===== config.mk =====
export PLATFORM = sky130hd
export DESIGN_NAME = fifo_rd_stream
export DESIGN_NICKNAME = d
export VERILOG_FILES = /design/src/rtl/fifo_rd_stream.sv
export SDC_FILE = /design/constraint.sdc
export NUM_CORES = 1
export LEC_CHECK = 0
export ABC_AREA = 1
export CAP_MARGIN = 10
export CORE_MARGIN = 3
export CORE_UTILIZATION = 45
export DETAILED_ROUTE_END_ITERATION = 12
export GPL_ROUTABILITY_DRIVEN = 1
export PLACE_DENSITY = 0.8
export RECOVER_POWER = 25
export SYNTH_ARGS = -nofsm -noshare
export SYNTH_HDL_FRONTEND = slang
export SYNTH_SLANG_ARGS = --single-unit

===== constraint.sdc =====
create_clock -name I_clk -period 1.65 [get_ports I_clk]
set_input_delay 0.33 -clock I_clk [delete_from_list [all_inputs] [get_ports I_clk]]
set_output_delay 0.33 -clock I_clk [all_outputs]
set_load 0.005 [all_outputs]

===== src/rtl/fifo_rd_stream.sv =====
// Turns a FIFO read port with one-cycle read latency into a valid/ready stream,
// using a two-entry skid buffer so a full-rate stream survives downstream stalls.
module fifo_rd_stream #(
    parameter int DSIZE = 8,
    parameter int CSIZE = 16
) (
    input  logic             I_clk,
    input  logic             I_rst,
    input  logic             I_rempty,
    input  logic [DSIZE-1:0] I_rdata,
    output logic             O_rinc,
    output logic             O_valid,
    output logic [DSIZE-1:0] O_data,
    input  logic             I_ready,
    output logic [CSIZE-1:0] O_rd_cnt
);

    logic [DSIZE-1:0] buf_reg [2];
    logic [1:0]       occ_reg;
    logic [1:0]       occ_next;
    logic             pend_reg;
    logic [CSIZE-1:0] cnt_reg;
    logic [1:0]       fill;
    logic             hs;
    logic             wr_slot;

    assign O_valid  = (occ_reg != 2'd0);
    assign O_data   = buf_reg[0];
    assign O_rd_cnt = cnt_reg;

    always_comb begin
        hs       = O_valid & I_ready;
        fill     = occ_reg + {1'b0, pend_reg};
        // Pop only when the arriving word is guaranteed a free slot.
        O_rinc   = ~I_rempty & ~I_rst & ((fill < 2'd2) | hs);
        occ_next = occ_reg + {1'b0, pend_reg} - {1'b0, hs};
        // While a word is in flight occ is at most 1, so the landing slot
        // is entry 1 only when entry 0 stays occupied this edge.
        wr_slot  = occ_reg[0] & ~hs;
    end

    always_ff @(posedge I_clk) begin
        if (I_rst) begin
            occ_reg    <= 2'd0;
            pend_reg   <= 1'b0;
            cnt_reg    <= '0;
            buf_reg[0] <= '0;
            buf_reg[1] <= '0;
        end else begin
            occ_reg  <= occ_next;
            pend_reg <= O_rinc;
            if (hs) begin
                cnt_reg <= cnt_reg + CSIZE'(1);
            end
            if (pend_reg && !wr_slot) begin
                buf_reg[0] <= I_rdata;
            end else if (hs) begin
                buf_reg[0] <= buf_reg[1];
            end
            if (pend_reg && wr_slot) begin
                buf_reg[1] <= I_rdata;
            end
        end
    end

endmodule

==> key figures, run 1 <==
Run status
  – Status: complete, no violations

Clock tree
  – Htree depth: 2
  – # hold bufs at CTS: 0
  – Clock sink total: 35
  – TritonCTS clock tree: done
  – Cts bufs inserted: 5
  – Clock buffer depth: 2
  – Clock root buffer: clkbuf_8
  – Clock Latency Late Sink: 0.29 ns
  – Clock slew at reported path FFs: 0.07 ns

Synth
  – Synthesized area per cell: 8.30 µm²
  – Mux contribution to synthesized area: 0%
  – Area leader, netlist: edfxtp_1
  – Complex-gate fraction of the synthesized area: 9.98%
  – Seq/Total Area, Yosys: 50.1%
  – Main combinational cell family by area after synthesis: simple AND/OR/NAND/NOR gates
  – Synth warn: 0
  – FF+latch count, synth: 35
  – XOR/XNOR Fraction of Synth Area: 1.02%
  – Synth cell types: 26
  – Area share of fa/ha/maj cells after synthesis: 2.18%
  – Top-area cell type share of the netlist area: 28.0%
  – Synth Instances: 207
  – Simple-gate share of the synthesized area: 23.3%
  – Mapped Nets: 222
  – Mapped Area: 1720 µm²
  – Top cells by area, synth: edfxtp_1 28%, dfxtp_1 22%, inv_1 8.3%

Floorplan
  – Row cnt: 21
  – Die Y-Extent: 67.8 µm
  – Core ar.: 3490 µm²
  – Die area: 4590 µm²
  – Num ports: 38
  – Initial core utilization: 49.2%
  – Die span in x: 67.8 µm

Global routing
  – Total gr overflow: 0
  – Number of global-route vias before repair: 1354
  – First-pass GRT wire length: 5.53 mm
  – Overall Global Routing Usage: 16.4%
  – Pin count of the biggest net entering global routing: 16
  – Initial antenna violation count: 0

Timing
  – Fin. max-slew vios: 0
  – Worst Tran Pin Value: 0.258 ns
  – Final worst slack: 0.0172 ns
  – Final TNS setup: 0 ns
  – Fmax: 612 MHz
  – RSZ-0062 raised after global routing: true
  – Period utilization: 99.0%
  – Minimum clock period: 1.63 ns
  – Endpoints failing setup: 0
  – Worst relative slew slack: 82.7%
  – Clk_skew: 0.00305 ns
  – Final Hold Viols: 0

Layout
  – N_diodes: 0
  – # fillers: 267
  – Fin nets: 271
  – Share of cells above drive strength 1: 19.8%
  – Synthesis-to-finish area growth: 37.5%

Worst setup path
  – CP endpoint kind: primary output
  – Reg-to-Reg Start: O_rd_cnt[1]
  – Crit-path cells: ha_4, xor2_2, a211oi_2, buf_2
  – Crit path launch type: flip-flop
  – Crit Path Max Fanout: 3
  – Worst reg2reg endpoint: O_rd_cnt[14]
  – CP max-delay cell: dfxtp_4
  – CP Buf/Inv Count: 1
  – Max stage delay on crit path: 0.35 ns
  – Worst Reg-to-Reg Cells: 6
  – Critical path required time: 1.32 ns
  – Crit-path leading delay family: flip-flops
  – R2r setup slk: 0.34 ns
  – Arr. time, crit path: 1.30 ns
  – Crit Path Class: flip-flop to primary output
  – Stages on worst setup path: 4

Hold path
  – Hold Path Class: flip-flop to flip-flop
  – Hold path depth: 2
  – Hold Path Sink: O_rd_cnt[4]
  – Hold_sp: O_rd_cnt[4]

Route
  – Vias per cell: 4.73
  – Routed wl met2: 1.66 mm
  – Post-route DRC: 0
  – Top layer in use: met4
  – Routed length per instance: 11.1 µm
  – Via count: 1433
  – 1st-iter DRT viols: 104
  – Met3 routed WL: 209 µm
  – Antenna Nets Post-Route: 0
  – Final wirelength: 3.35 mm
  – Routed length on met1: 1.42 mm
  – Drt first pass iters: 4

Power and ir drop
  – Clock power frac: 32.9%
  – Total power: 0.00280 W
  – Comb power frac: 26.8%
  – Worst VDD drop: 0.745 mV
  – Leak pwr: 0.979 nW
  – Sequential power share: 40.3%
  – Sw Share: 25.6%
  – Internal: 0.00208 W
  – PwrDens: 1180 nW/µm²
  – Sw Pwr: 0.000717 W

Placed design
  – HPWL after DPL: 2.39 mm
  – GPL Wtd Cong: 0.822
  – Dpl ws: -0.343 ns
  – Port Buf Inserts: 37

Flow run
  – Maximum Capacitance Violations: 0
through the flow:
step	area, µm²	instances	hold WS [ns]	util [%]
floorplan	1720	207	0.397	-
global placement	2190	294	0.466	62.6
detailed placement	2190	294	0.468	62.6
CTS	2330	303	0.482	66.7
global route	2360	303	0.505	67.6
finish	2360	303	0.477	67.6
area by class of cell:
type,count,area [µm²],area share [%]
Clock buffer,5,68.8,2.91
Timing Repair Buffer,52,490,20.8
Clock inverter,3,67.6,2.86
Multi-Input combinational cell,121,654,27.7
Tap cell,46,57.6,2.44
Inverter,41,154,6.51
Sequential cell,35,870,36.8
cell usage after synthesis:
library cell  number
buf_4              8
ha_1               3
o21ai_1            3
o22ai_1            8
and2_1             1
inv_2              3
o21bai_2           1
buf_6              1
o31ai_1            1
buf_2              1
nand3_1            8
xor2_1             1
nor2_4             2
o21ai_0            6
nand2_1           33
edfxtp_1          16
nor2_1            26
a21oi_1            7
nor2_2            10
nand2_2            3
nand3_2            1
nand4_1            3
a211oi_1           3
dfxtp_1           19
xnor2_1            1
inv_1             38
how the worst max path moves through the flow:
stage	from	to	slack, ns
2_1_floorplan	I_rst	buf_reg[0][10]	0.003
3_3_place_gp	I_ready	O_rinc	-0.30
3_5_place_dp	I_ready	O_rinc	-0.34
4_1_cts	occ_reg[0]	O_rinc	-0.01
5_1_grt	occ_reg[0]	O_rinc	-0.06
6_report	occ_reg[0]	O_rinc	0.02
cell usage in the layout, fill, tap and decap left out, drive strengths merged, types with 2 or more instances in the layout:
cell | Yosys | layout
a211oi | 3 | 3
a21oi | 7 | 7
buf | 10 | 16
bufinv | 0 | 2
clkbuf | 0 | 5
clkdlybuf4s50 | 0 | 36
dfxtp | 19 | 19
edfxtp | 16 | 16
ha | 3 | 3
inv | 41 | 41
nand2 | 36 | 36
nand3 | 9 | 9
nand4 | 3 | 3
nor2 | 38 | 38
o21ai | 9 | 9
o22ai | 8 | 8
power by group through the flow:
stage | clock network (W) | registers [W] | logic (W)
2_1_floorplan | 0 | 0.00112 | 0.000398
6_report | 0.000922 | 0.00113 | 0.000749
5_1_grt | 0.000987 | 0.00114 | 0.000825
4_1_cts | 0.000932 | 0.00111 | 0.000728
3_5_place_dp | 0 | 0.00112 | 0.000705
3_3_place_gp | 0 | 0.00112 | 0.000688
timing repair:
item	CTS	global route
endpoints found under the setup margin	1	2
endpoints found under the hold margin	0	0
setup buffers	1	0
resized for setup	6	8
pin swaps	1	3
worst reg2reg max path: stages, from the launching register on:
cell     delay, ns
dfxtp_1       0.38
ha_1          0.21
nand3_1       0.10
nor2_2        0.21
nand4_1       0.14
nor2_1        0.13
nor2_1        0.05
per-layer routing:
metal  GRT usage [%]  vias to the layer above
met4            6.95                        0
met2            28.8                       45
met3            5.49                        8
li1                -                      747
met5               0                        -
met1            17.8                      633
kinds of logic after synthesis:
| logic type | Yosys count |
|---|---|
| simple gates | 87 |
| compound gates | 29 |
| fa+ha+maj | 3 |
| flops | 35 |
| xor+xnor | 2 |
| buf+inv | 51 |
Note: power is estimated with default switching activity, not from simulation.
==> inputs of run 2 (changes only) <==
==> constraint.sdc (replaced) <==
create_clock -name I_clk -period 1.65 [get_ports I_clk]
set_input_delay 0.4125 -clock I_clk [delete_from_list [all_inputs] [get_ports I_clk]]
set_output_delay 0.4125 -clock I_clk [all_outputs]
set_load 0.005 [all_outputs]
==> key figures, run 2 (synthesis gave the netlist of run 1 again) <==
Run status
  – Failing checks: setup timing
  – Status: finished, violations left

Worst setup path
  – Crit path from: occ_reg[0]
  – Critical path required time: 1.24 ns
  – Crit path launch type: flip-flop
  – Crit Path Class: flip-flop to primary output
  – Arr. time, crit path: 1.25 ns
  – CP endpoint kind: primary output
  – Crit Path Max Fanout: 3
  – Reg-to-Reg Start: occ_reg[0]

Placed design
  – Cell Area, Placed: 2230 µm²
  – GPL Wtd Cong: 0.808
  – HPWL after DPL: 2.48 mm
  – Port Buf Inserts: 37
  – Dpl ws: -0.496 ns

Global routing
  – Pin count of the biggest net entering global routing: 12
  – Overall Global Routing Usage: 16.5%
  – Number of global-route vias before repair: 1355
  – Total gr overflow: 0
  – Initial antenna violation count: 0
  – First-pass GRT wire length: 5.69 mm

Route
  – Drt first pass iters: 4
  – Vias per cell: 4.75
  – Routed length per instance: 11.0 µm
  – 1st-iter DRT viols: 60
  – Final wirelength: 3.36 mm
  – Post-route DRC: 0
  – Antenna Nets Post-Route: 0
  – Via count: 1455

Power and ir drop
  – PwrDens: 1050 nW/µm²
  – Leak pwr: 0.992 nW
  – Worst VDD drop: 0.430 mV
  – Total power: 0.00249 W

Clock tree
  – TritonCTS clock tree: done
  – # hold bufs at CTS: 0
  – Clock sink total: 35
  – Clock root buffer: clkbuf_8
  – Htree depth: 2
  – Cts bufs inserted: 5
  – Clock slew at reported path FFs: 0.07 ns
  – Clock Latency Late Sink: 0.29 ns
  – Post-CTS setup repair buffer count: 0
  – Clock buffer depth: 2

Timing
  – Period utilization: 101%
  – Final Hold Viols: 0
  – Worst Tran Pin Value: 0.226 ns
  – Final worst slack: -0.0133 ns
  – Fmax: 601 MHz
  – Endpoints failing setup: 1
  – Worst relative slew slack: 84.9%
  – Minimum clock period: 1.66 ns
  – Clk_skew: 0.00673 ns
  – RSZ-0062 raised after global routing: true
  – Fin. max-slew vios: 0

Layout
  – Fin nets: 274
  – Synthesis-to-finish area growth: 38.0%
  – Share of cells above drive strength 1: 24.6%
  – Final Instance Area: 2370 µm²
  – Most frequent cells in the layout: 38 x inv_1, 34 x clkdlybuf4s50_1, 32 x nand2_1
  – Commonest non-fill, non-tap cell in the layout: inv_1
  – N_diodes: 0

Floorplan
  – Initial core utilization: 49.2%
  – Die Y-Extent: 67.8 µm
  – Row cnt: 21
  – Core ar.: 3490 µm²
  – Die area: 4590 µm²
  – Die span in x: 67.8 µm
  – Num ports: 38

Hold path
  – Hold_sp: O_rd_cnt[4]
  – Hold Path Class: flip-flop to flip-flop

Flow run
  – Maximum Capacitance Violations: 0
==> run 2: cell types whose count changed in the layout (fill, tap and decap cells not counted), sizes merged <==
| cell | previous run | this run |
|---|---|---|
| buf | 16 | 19 |
| clkinv | 0 | 3 |
| bufinv | 2 | 0 |
| clkdlybuf4s50 | 36 | 34 |
| dlygate4sd2 | 0 | 2 |
| clkinvlp | 1 | 0 |
==> run 2: through the flow <==
| stage | instances | setup TNS (ns) | utilization (%) | hold slack [ns] |
|---|---|---|---|---|
| after floorplan | 207 | 0 | - | 0.463 |
| after global placement | 298 | -8.78 | 63.9 | 0.465 |
| after detailed placement | 298 | -9.47 | 63.9 | 0.471 |
| after CTS | 306 | -0.0551 | 66.5 | 0.485 |
| after global routing | 306 | -0.0585 | 67.8 | 0.516 |
| final | 306 | -0.0133 | 67.8 | 0.480 |
==> run 2: timing repair <==
action                     CTS  global route
setup endpoints to repair    3            17
gates resized for setup     11            16
pin swaps                    0             1
==> run 2: layout make-up <==
class	instances	area (µm²)
timing repair buffer	55	527
fill	291	1120
inverter	41	156
tap	46	57.6
clock buffer	5	68.8
multi-input combinational	121	668
sequential	35	878
clock inverter	3	15.0
==> run 2: worst max-delay path: stages (launching register included) <==
cell      delay [ns]
dfxtp_4         0.36
ha_4            0.16
xor2_2          0.15
a211oi_2        0.16
buf_2           0.14
==> run 2: final timing paths <==
path                                       to  slack (ns)  cells after the start
worst max-delay path                   O_rinc       -0.01                      4
worst min-delay path              O_rd_cnt[4]        0.48                      2
worst max register to register  buf_reg[0][2]        0.32                      6
worst min register to register    O_rd_cnt[4]        0.48                      2
==> run 2: power by group <==
group | internal (W) | switching, W | leakage [nW] | total [W]
Clock | 0.000288 | 0.000303 | 0.0477 | 0.000591
Sequential | 0.00106 | 0.0000656 | 0.328 | 0.00113
Combinational | 0.000423 | 0.000343 | 0.616 | 0.000766
==> run 2: metal layers <==
| layer | wire (µm) | GRT usage (%) | vias to the layer above |
|---|---|---|---|
| met1 | 1570 | 20.9 | 658 |
| li1 | - | - | 750 |
| met5 | 0 | 0 | - |
| met3 | 175 | 4.66 | 8 |
| met2 | 1550 | 26.2 | 39 |
| met4 | 61 | 6.70 | 0 |
==> inputs of run 3 (changes only) <==
- PLACE_DENSITY: 0.8 -> unset
- PLACE_DENSITY_LB_ADDON: unset -> 0.15
==> key figures, run 3 (synthesis gave the netlist of run 1 again) <==
Run status
  – Status: finished, violations left
  – Failing checks: setup timing

Worst setup path
  – Crit path launch type: flip-flop
  – Max stage delay on crit path: 0.36 ns
  – CP max-delay cell: dfxtp_4
  – Critical path required time: 1.24 ns
  – Crit Path Max Fanout: 3
  – Crit-path cells: ha_4, xor2_2, a211oi_2, buf_2
  – Crit Path Class: flip-flop to primary output
  – CP endpoint kind: primary output
  – Arr. time, crit path: 1.28 ns

Power and ir drop
  – Internal: 0.00175 W
  – Leak pwr: 0.975 nW
  – Comb power frac: 30.3%
  – Sw Pwr: 0.000698 W
  – Worst VDD drop: 0.762 mV
  – Clock power frac: 23.5%
  – Sw Share: 28.5%
  – Sequential power share: 46.2%
  – PwrDens: 1050 nW/µm²
  – Total power: 0.00245 W

Floorplan
  – Die Y-Extent: 67.8 µm
  – Initial core utilization: 49.2%
  – Row cnt: 21
  – Die area: 4590 µm²
  – Die span in x: 67.8 µm
  – Num ports: 38
  – Core ar.: 3490 µm²

Flow run
  – Maximum Capacitance Violations: 0

Clock tree
  – Clock sink total: 35
  – Post-CTS setup repair buffer count: 0
  – Clock buffer depth: 2
  – Clock slew at reported path FFs: 0.07 ns
  – Clock root buffer: clkbuf_8
  – Cts bufs inserted: 5
  – Htree depth: 2
  – TritonCTS clock tree: done
  – Clock Latency Late Sink: 0.27 ns
  – # hold bufs at CTS: 0

Layout
  – # fillers: 304
  – Fin nets: 273
  – Most frequent cells in the layout: 38 x inv_1, 34 x clkdlybuf4s50_1, 31 x nand2_1
  – Share of cells above drive strength 1: 22.4%
  – Synthesis-to-finish area growth: 35.2%
  – Commonest non-fill, non-tap cell in the layout: inv_1
  – N_diodes: 0

Timing
  – Clk_skew: 0.00237 ns
  – Period utilization: 103%
  – Endpoints failing setup: 1
  – Minimum clock period: 1.69 ns
  – Fin. max-slew vios: 0
  – Final Hold Viols: 0
  – Worst Tran Pin Value: 0.240 ns
  – Final TNS setup: -0.0430 ns
  – RSZ-0062 raised after global routing: true
  – Final worst slack: -0.0430 ns
  – Fin Hold WS: 0.476 ns
  – Worst relative slew slack: 84.0%
  – Fmax: 591 MHz

Route
  – Antenna Nets Post-Route: 0
  – Vias per cell: 4.63
  – Post-route DRC: 0
  – Via count: 1412
  – Final wirelength: 3.33 mm
  – Routed length per instance: 10.9 µm
  – 1st-iter DRT viols: 82
  – Drt first pass iters: 4

Global routing
  – First-pass GRT wire length: 5.77 mm
  – Number of global-route vias before repair: 1325
  – Overall Global Routing Usage: 16.7%
  – Pin count of the biggest net entering global routing: 16
  – Total gr overflow: 0
  – Initial antenna violation count: 0

Hold path
  – Hold Path Class: flip-flop to flip-flop

Placed design
  – HPWL after DPL: 2.40 mm
  – Port Buf Inserts: 37
  – GPL Wtd Cong: 0.773
-- run 3: cell count changes in the layout (fill, tap and decap cells not counted), sizes merged --
| cell | previous run | this run |
|---|---|---|
| buf | 19 | 18 |
| clkbuf | 5 | 6 |
| clkinv | 3 | 2 |
| dlygate4sd2 | 2 | 1 |
| dlymetal6s2s | 0 | 1 |
-- run 3: what timing repair did --
item,4_1_cts,5_1_grt
endpoints found under the setup margin,2,20
pin swaps,2,1
hold endpoints to repair,0,0
resized for setup,8,14
-- run 3: power groups by stage --
stage	clock network [W]	logic, W	registers (W)
floorplan	0	0.000401	0.00112
global placement	0	0.000710	0.00113
detailed placement	0	0.000719	0.00113
CTS	0.000588	0.000718	0.00112
global route	0.000632	0.000836	0.00114
finish	0.000575	0.000742	0.00113
-- run 3: per-layer routing --
layer	GRT usage, %	part of all wire, %	routed length [µm]	up-vias
met5	0	0	0	-
met4	5.96	0.63	21	0
met3	4.66	4.7	155	2
met2	25.6	46	1520	25
met1	22.3	49	1630	632
li1	-	-	-	753
-- run 3: path summary, 6_finish.rpt --
| check | startpoint | end | slack [ns] | cells past startpoint |
|---|---|---|---|---|
| max | occ_reg[0] | O_rinc | -0.04 | 4 |
| min | O_rd_cnt[4] | O_rd_cnt[4] | 0.48 | 2 |
| max reg2reg | O_rd_cnt[1] | O_rd_cnt[8] | 0.35 | 6 |
| min reg2reg | O_rd_cnt[4] | O_rd_cnt[4] | 0.48 | 2 |
-- run 3: worst max-delay path, delay by kind of cell (launching register included) --
kind                     cells  cell delay [ns]
flip-flops                   1             0.36
AO/OA/AOI/OAI                1             0.19
adder cells (fa/ha/maj)      1             0.16
XOR/XNOR                     1             0.15
buffers and inverters        1             0.14
-- run 3: area by class of cell --
type | count | area (µm²) | share of cell area, %
sequential | 35 | 875 | 37.7
clock inverter | 2 | 7.51 | 0.323
clock buffer | 6 | 72.6 | 3.12
tap | 46 | 57.6 | 2.48
inverter | 41 | 154 | 6.63
multi-input combinational | 121 | 662 | 28.5
timing repair buffer | 54 | 494 | 21.3
-- run 3: per-stage QoR --
stage               std cells  worst slack [ns]  util (%)  instance area (µm²)
CTS                       305           -0.0731      65.3                 2280
global route              305            -0.120      66.5                 2320
finish                    305           -0.0430      66.5                 2320
floorplan                 207             0.164         -                 1720
detailed placement        297            -0.478      63.0                 2200
global placement          297            -0.462      63.0                 2200
